===== src/rtl/inst_fetch_pkg.sv =====
// Shared constants and types for the instruction fetch stage.
// Holds the FSM state encoding, the default reset PC and the NOP encoding.
package inst_fetch_pkg;

    typedef enum logic [1:0] {
        ST_REQ  = 2'd0,
        ST_WAIT = 2'd1,
        ST_HOLD = 2'd2
    } fetch_state_t;

    localparam int          DEFAULT_XLEN     = 64;
    localparam logic [63:0] DEFAULT_RESET_PC = 64'h0000_0000_8000_0000;

    // addi x0, x0, 0 -- presented in place of an instruction on a misaligned-PC fault
    localparam logic [31:0] NOP_INST = 32'h0000_0013;

endpackage


===== src/rtl/inst_fetch.sv =====
// Single-outstanding instruction fetch stage: REQ issues a memory request, WAIT
// collects the word, HOLD presents it to decode until it is consumed or redirected.
module inst_fetch
    import inst_fetch_pkg::*;
#(
    parameter int              XLEN     = DEFAULT_XLEN,
    parameter logic [XLEN-1:0] RESET_PC = XLEN'(DEFAULT_RESET_PC)
) (
    input  logic            clk,
    input  logic            rst,
    input  logic            redirect_valid,
    input  logic [XLEN-1:0] redirect_pc,
    output logic            imem_req_valid,
    input  logic            imem_req_ready,
    output logic [XLEN-1:0] imem_req_addr,
    input  logic            imem_resp_valid,
    input  logic [31:0]     imem_resp_data,
    output logic            inst_valid,
    input  logic            inst_ready,
    output logic [31:0]     inst,
    output logic [XLEN-1:0] inst_pc,
    output logic            fetch_fault
);

    fetch_state_t    state_reg, state_next;
    logic [XLEN-1:0] pc_reg, pc_next;
    logic            drop_reg, drop_next;
    logic [31:0]     inst_reg, inst_next;
    logic [XLEN-1:0] inst_pc_reg, inst_pc_next;
    logic            fault_reg, fault_next;

    logic misaligned;
    logic req_fire;

    assign misaligned     = (pc_reg[1:0] != 2'b00);
    assign imem_req_valid = (state_reg == ST_REQ) && !misaligned;
    assign req_fire       = imem_req_valid && imem_req_ready;
    assign imem_req_addr  = pc_reg;
    assign inst_valid     = (state_reg == ST_HOLD);
    assign inst           = inst_reg;
    assign inst_pc        = inst_pc_reg;
    assign fetch_fault    = fault_reg;

    always_ff @(posedge clk or posedge rst) begin
        if (rst) begin
            state_reg   <= ST_REQ;
            pc_reg      <= RESET_PC;
            drop_reg    <= 1'b0;
            inst_reg    <= 32'h0;
            inst_pc_reg <= '0;
            fault_reg   <= 1'b0;
        end else begin
            state_reg   <= state_next;
            pc_reg      <= pc_next;
            drop_reg    <= drop_next;
            inst_reg    <= inst_next;
            inst_pc_reg <= inst_pc_next;
            fault_reg   <= fault_next;
        end
    end

    always_comb begin
        state_next   = state_reg;
        pc_next      = pc_reg;
        drop_next    = drop_reg;
        inst_next    = inst_reg;
        inst_pc_next = inst_pc_reg;
        fault_next   = fault_reg;

        case (state_reg)
            ST_REQ: begin
                if (redirect_valid) begin
                    // A request accepted in the redirect cycle is already stale.
                    pc_next = redirect_pc;
                    if (req_fire) begin
                        state_next = ST_WAIT;
                        drop_next  = 1'b1;
                    end
                end else if (misaligned) begin
                    state_next   = ST_HOLD;
                    inst_next    = NOP_INST;
                    inst_pc_next = pc_reg;
                    fault_next   = 1'b1;
                end else if (req_fire) begin
                    state_next = ST_WAIT;
                end
            end

            ST_WAIT: begin
                if (redirect_valid) begin
                    pc_next = redirect_pc;
                    if (imem_resp_valid) begin
                        drop_next  = 1'b0;
                        state_next = ST_REQ;
                    end else begin
                        drop_next = 1'b1;
                    end
                end else if (imem_resp_valid) begin
                    if (drop_reg) begin
                        drop_next  = 1'b0;
                        state_next = ST_REQ;
                    end else begin
                        inst_next    = imem_resp_data;
                        inst_pc_next = pc_reg;
                        fault_next   = 1'b0;
                        state_next   = ST_HOLD;
                    end
                end
            end

            ST_HOLD: begin
                // Redirect wins over a same-cycle consume.
                if (redirect_valid) begin
                    pc_next    = redirect_pc;
                    state_next = ST_REQ;
                end else if (inst_ready) begin
                    pc_next    = pc_reg + XLEN'(4);
                    state_next = ST_REQ;
                end
            end

            default: begin
                state_next = ST_REQ;
            end
        endcase
    end

endmodule


===== config.mk =====
export PLATFORM = sky130hd
export DESIGN_NAME = inst_fetch
export DESIGN_NICKNAME = d
export VERILOG_FILES = /design/src/rtl/inst_fetch_pkg.sv /design/src/rtl/inst_fetch.sv
export SDC_FILE = /design/constraint.sdc
export NUM_CORES = 1
export LEC_CHECK = 0
export ABC_AREA = 1
export ABC_CLOCK_PERIOD_IN_PS = 9000
export CORE_MARGIN = 8
export CORE_UTILIZATION = 52
export DETAILED_ROUTE_END_ITERATION = 12
export PLACE_DENSITY = 0.89
export SYNTH_ARGS = -nofsm -noshare
export SYNTH_HDL_FRONTEND = slang
export SYNTH_SLANG_ARGS = --single-unit
export TNS_END_PERCENT = 20

===== constraint.sdc =====
create_clock -name clk -period 9 [get_ports clk]
set_input_delay 1.8 -clock clk [delete_from_list [all_inputs] [get_ports clk]]
set_output_delay 1.8 -clock clk [all_outputs]
set_load 0.01 [all_outputs]

==> parameters.txt <==
Parameter                              Value

Status
  Run status ... complete, no violations

Die
  Std cell rows ... 48
  Die boundary height ... roughly 150 um
  Initial core utilization ... 52.7%
  Number of ports placed on the die boundary ... between 200 and 300
  Die area ... between 0.02 and 0.025 sq mm
  Width of the die ... around 150 um
  Core ar. ... 0.0171 sq mm

STA
  Min Tclk post-route ... about 4.3 ns
  Max-slew headroom ... between 10% and 20%
  Pins Over Slew Limit ... 0
  Peak Freq ... approximately 0.23 GHz
  RSZ-0062 raised after global routing ... false
  Transition time at the pin with the least slew margin ... about 1.2 ns
  Clk_skew ... approximately 0.010 ns
  # setup viols final ... 0
  Final critical-path share of the clock period ... roughly half
  Min setup slack post-route ... between 4 and 5 ns
  Post-Route Setup TNS ... 0 ns
  Number of failing hold endpoints at the final stage ... 0

Finish
  Syn-to-layout area delta ... 37.0%
  Fraction of final layout cells with drive strength greater than 1 ... 4.31%
  Antenna fix cells ... 0
  Layout Cells excl Fill ... between 1500 and 2000
  FILL cells ... approximately 1400
  Leading cell types in the layout, fill and taps excluded ... nand2_1 (468), clkdlybuf4s50_1 (264), dfrtp_1 (163)
  Storage cell area ... approximately 0.0041 sq mm
  Footprint of the multi-input gates ... roughly 0.0042 sq mm
  Net count reported at finish ... 1621
  Leading cell type in the layout, fill and taps excluded ... nand2_1
  Utilization after layout ... 72.2%

Placed design
  Placed cell count ... around 1700
  Final weighted congestion in routability-driven placement ... approximately 0.96
  IO buf count ... 264
  Post-Place Worst Slack ... approximately 4.3 ns
  Post-detailed-placement half-perimeter wirelength ... approximately 25000 um

CTS
  Clock Sinks ... around 160
  CTS tree ... yes
  Clk_lat worst skew ... approximately 0.44 ns
  Post-CTS Setup Bufs ... 0
  Number of CTS-inserted buffers ... 17
  Root buffer cell ... clkbuf_16
  Depth of the CTS H-tree ... 4
  Clock transition at the register clock pins on the worst setup and hold paths after CTS ... around 0.060 ns
  Number of buffers added to fix hold violations after cts ... 0
  Maximum buffer depth of the clock tree ... 2
  Number of gates resized after cts ... 0

Setup path
  Data arrival time of the worst path ... approximately 4.7 ns
  Critical path peak fanout ... 94
  Reg-to-reg critical path endpoint ... inst_pc[28]$_DFFE_PP0P_
  Data required, critical path ... about 9.3 ns
  Element type at the critical path start ... input pin
  Critical Path End Type ... register
  Worst R2R Start ... state_reg[1]$_DFFE_PP0P_
  Setup slack, reg-to-reg ... between 5 and 6 ns
  Critical path class ... input pin to register
  Depth of the most critical reg-to-reg path ... 8

Yosys
  Warning count from the yosys run ... 0
  Sequential element share of the synthesized area ... between 40% and 50%
  Number of distinct standard cells referenced by the synthesized netlist ... 32
  Post-Synthesis Cells ... about 1300
  Synthesized Nets ... around 1400
  Summed instance area of the synthesized netlist ... 0.00902 sq mm
  Yosys reg bits ... ~160
  Average cell area after synthesis ... between 7 and 8 sq um

Detailed routing
  Routed via count divided by cell count ... between 5 and 6
  DR pass1 iterations ... 6
  DRC violation total after the first TritonRoute iteration ... between 900 and 1000
  Mean routed wirelength per cell ... ~19 um
  Total Wirelength ... between 30000 and 40000 um
  Total via count in the routed design ... 9706
  Number of remaining DRC errors ... 0
  Antenna-violating nets left ... 0

Min path
  HP Start ... inst_pc[33]$_DFFE_PP0P_
  Endpoint with the worst hold slack ... inst_pc[33]$_DFFE_PP0P_
  Worst min-delay path category ... register to register
  Number of stages on the worst hold path ... 2

GRT
  Antenna violations before repair ... 0
  Largest net degree at the start of global routing ... 117
  Final global-route overflow total ... 0
  Number of global-route vias before repair ... 9609
  First-pass GRT wire length ... between 50000 and 60000 um
  Total GRT Usage ... a little under a third

Run
  Max-capacitance violation count ... 0

Power
  Power density over the cells ... 280 mW/mm^2
  Worst IR drop on VDD ... around 170 uV
  Static leakage ... around 5.6 nW
## cell usage after synthesis, drive strengths merged
cell type / instances / share of area [%]
nand2: 471 / 20
dfrtp: 163 / 45
o21ai: 146 / 8.1
nor2: 139 / 6.6
inv: 128 / 5.3
nand3: 67 / 3.8
buf: 35 / 1.9
o21a: 29 / 2.4
a21oi: 23 / 1.3
nand4: 15 / 1.0
o22ai: 15 / 1.0
clkbuf: 14 / 0.58
a22oi: 9 / 0.75
xor2: 7 / 0.68
or2: 5 / 0.35
o21bai: 4 / 0.33
nor3: 3 / 0.17
a31oi: 2 / 0.14
clkinv: 1 / 0.042
dfstp: 1 / 0.29
ha: 1 / 0.14
mux2: 1 / 0.12
## layer usage
metal / global-route usage [%] / part of all wire (%)
met5: 0 / 0
met4: 14.2 / 3.8
met3: 7.25 / 9.8
met2: 48.8 / 46
met1: 39.6 / 40
## worst max-delay path: stages
cell             delay [ns]
clkdlybuf4s50_1        0.56
inv_1                  0.06
nand2_1                0.11
nor2_1                 0.08
nand2_4                0.58
buf_4                  0.75
clkinv_1               0.46
nand2_1                0.17
nand2_1                0.07
## worst max-delay path by stage
stage | start | to | cells after the start
global route | redirect_valid | inst_pc[28]$_DFFE_PP0P_ | 9
global placement | redirect_valid | inst_pc[31]$_DFFE_PP0P_ | 9
finish | redirect_valid | inst_pc[28]$_DFFE_PP0P_ | 9
floorplan | rst | drop_reg$_DFFE_PP0P_ | 1
CTS | redirect_valid | inst_pc[28]$_DFFE_PP0P_ | 9
detailed placement | redirect_valid | inst_pc[28]$_DFFE_PP0P_ | 9
## power breakdown
group	switching [mW]	internal, mW
Clock	0.328	0.419
Combinational	0.759	0.685
Sequential	0.277	0.998
## layout make-up
type / instances / share of cell area, %
clock buffers: 18 / 3.55
clock inverters: 13 / 1.19
inverters: 129 / 3.96
multi-input cells: 937 / 34.1
flip-flops and latches: 164 / 33.2
well taps: 225 / 2.28
repair buffers: 269 / 21.7
## stage by stage
stage | instance area, sq um | hold WS [ns] | total power [mW]
6_report | 12400 | 0.479 | 3.47
5_1_grt | 12400 | 0.492 | 3.66
4_1_cts | 12400 | 0.482 | 3.46
3_5_place_dp | 11800 | 0.464 | 2.71
3_3_place_gp | 11800 | 0.462 | 2.67
2_1_floorplan | 9020 | 0.491 | 1.89
## logic make-up (layout without fill, tap and decap cells)
| family | after synthesis | after routing | synth area share [%] |
|---|---|---|---|
| AOI/OAI and AO/OA | 228 | 228 | 14.0 |
| xor gates and xnor gates | 7 | 7 | 0.679 |
| adders and majority gates | 1 | 1 | 0.139 |
| buffers and inverters | 178 | 429 | 7.86 |
| DFF | 164 | 164 | 45.5 |
| muxes | 1 | 1 | 0.125 |
| and+or+nand+nor | 700 | 700 | 31.7 |
Power figures use the tool's default switching activity.
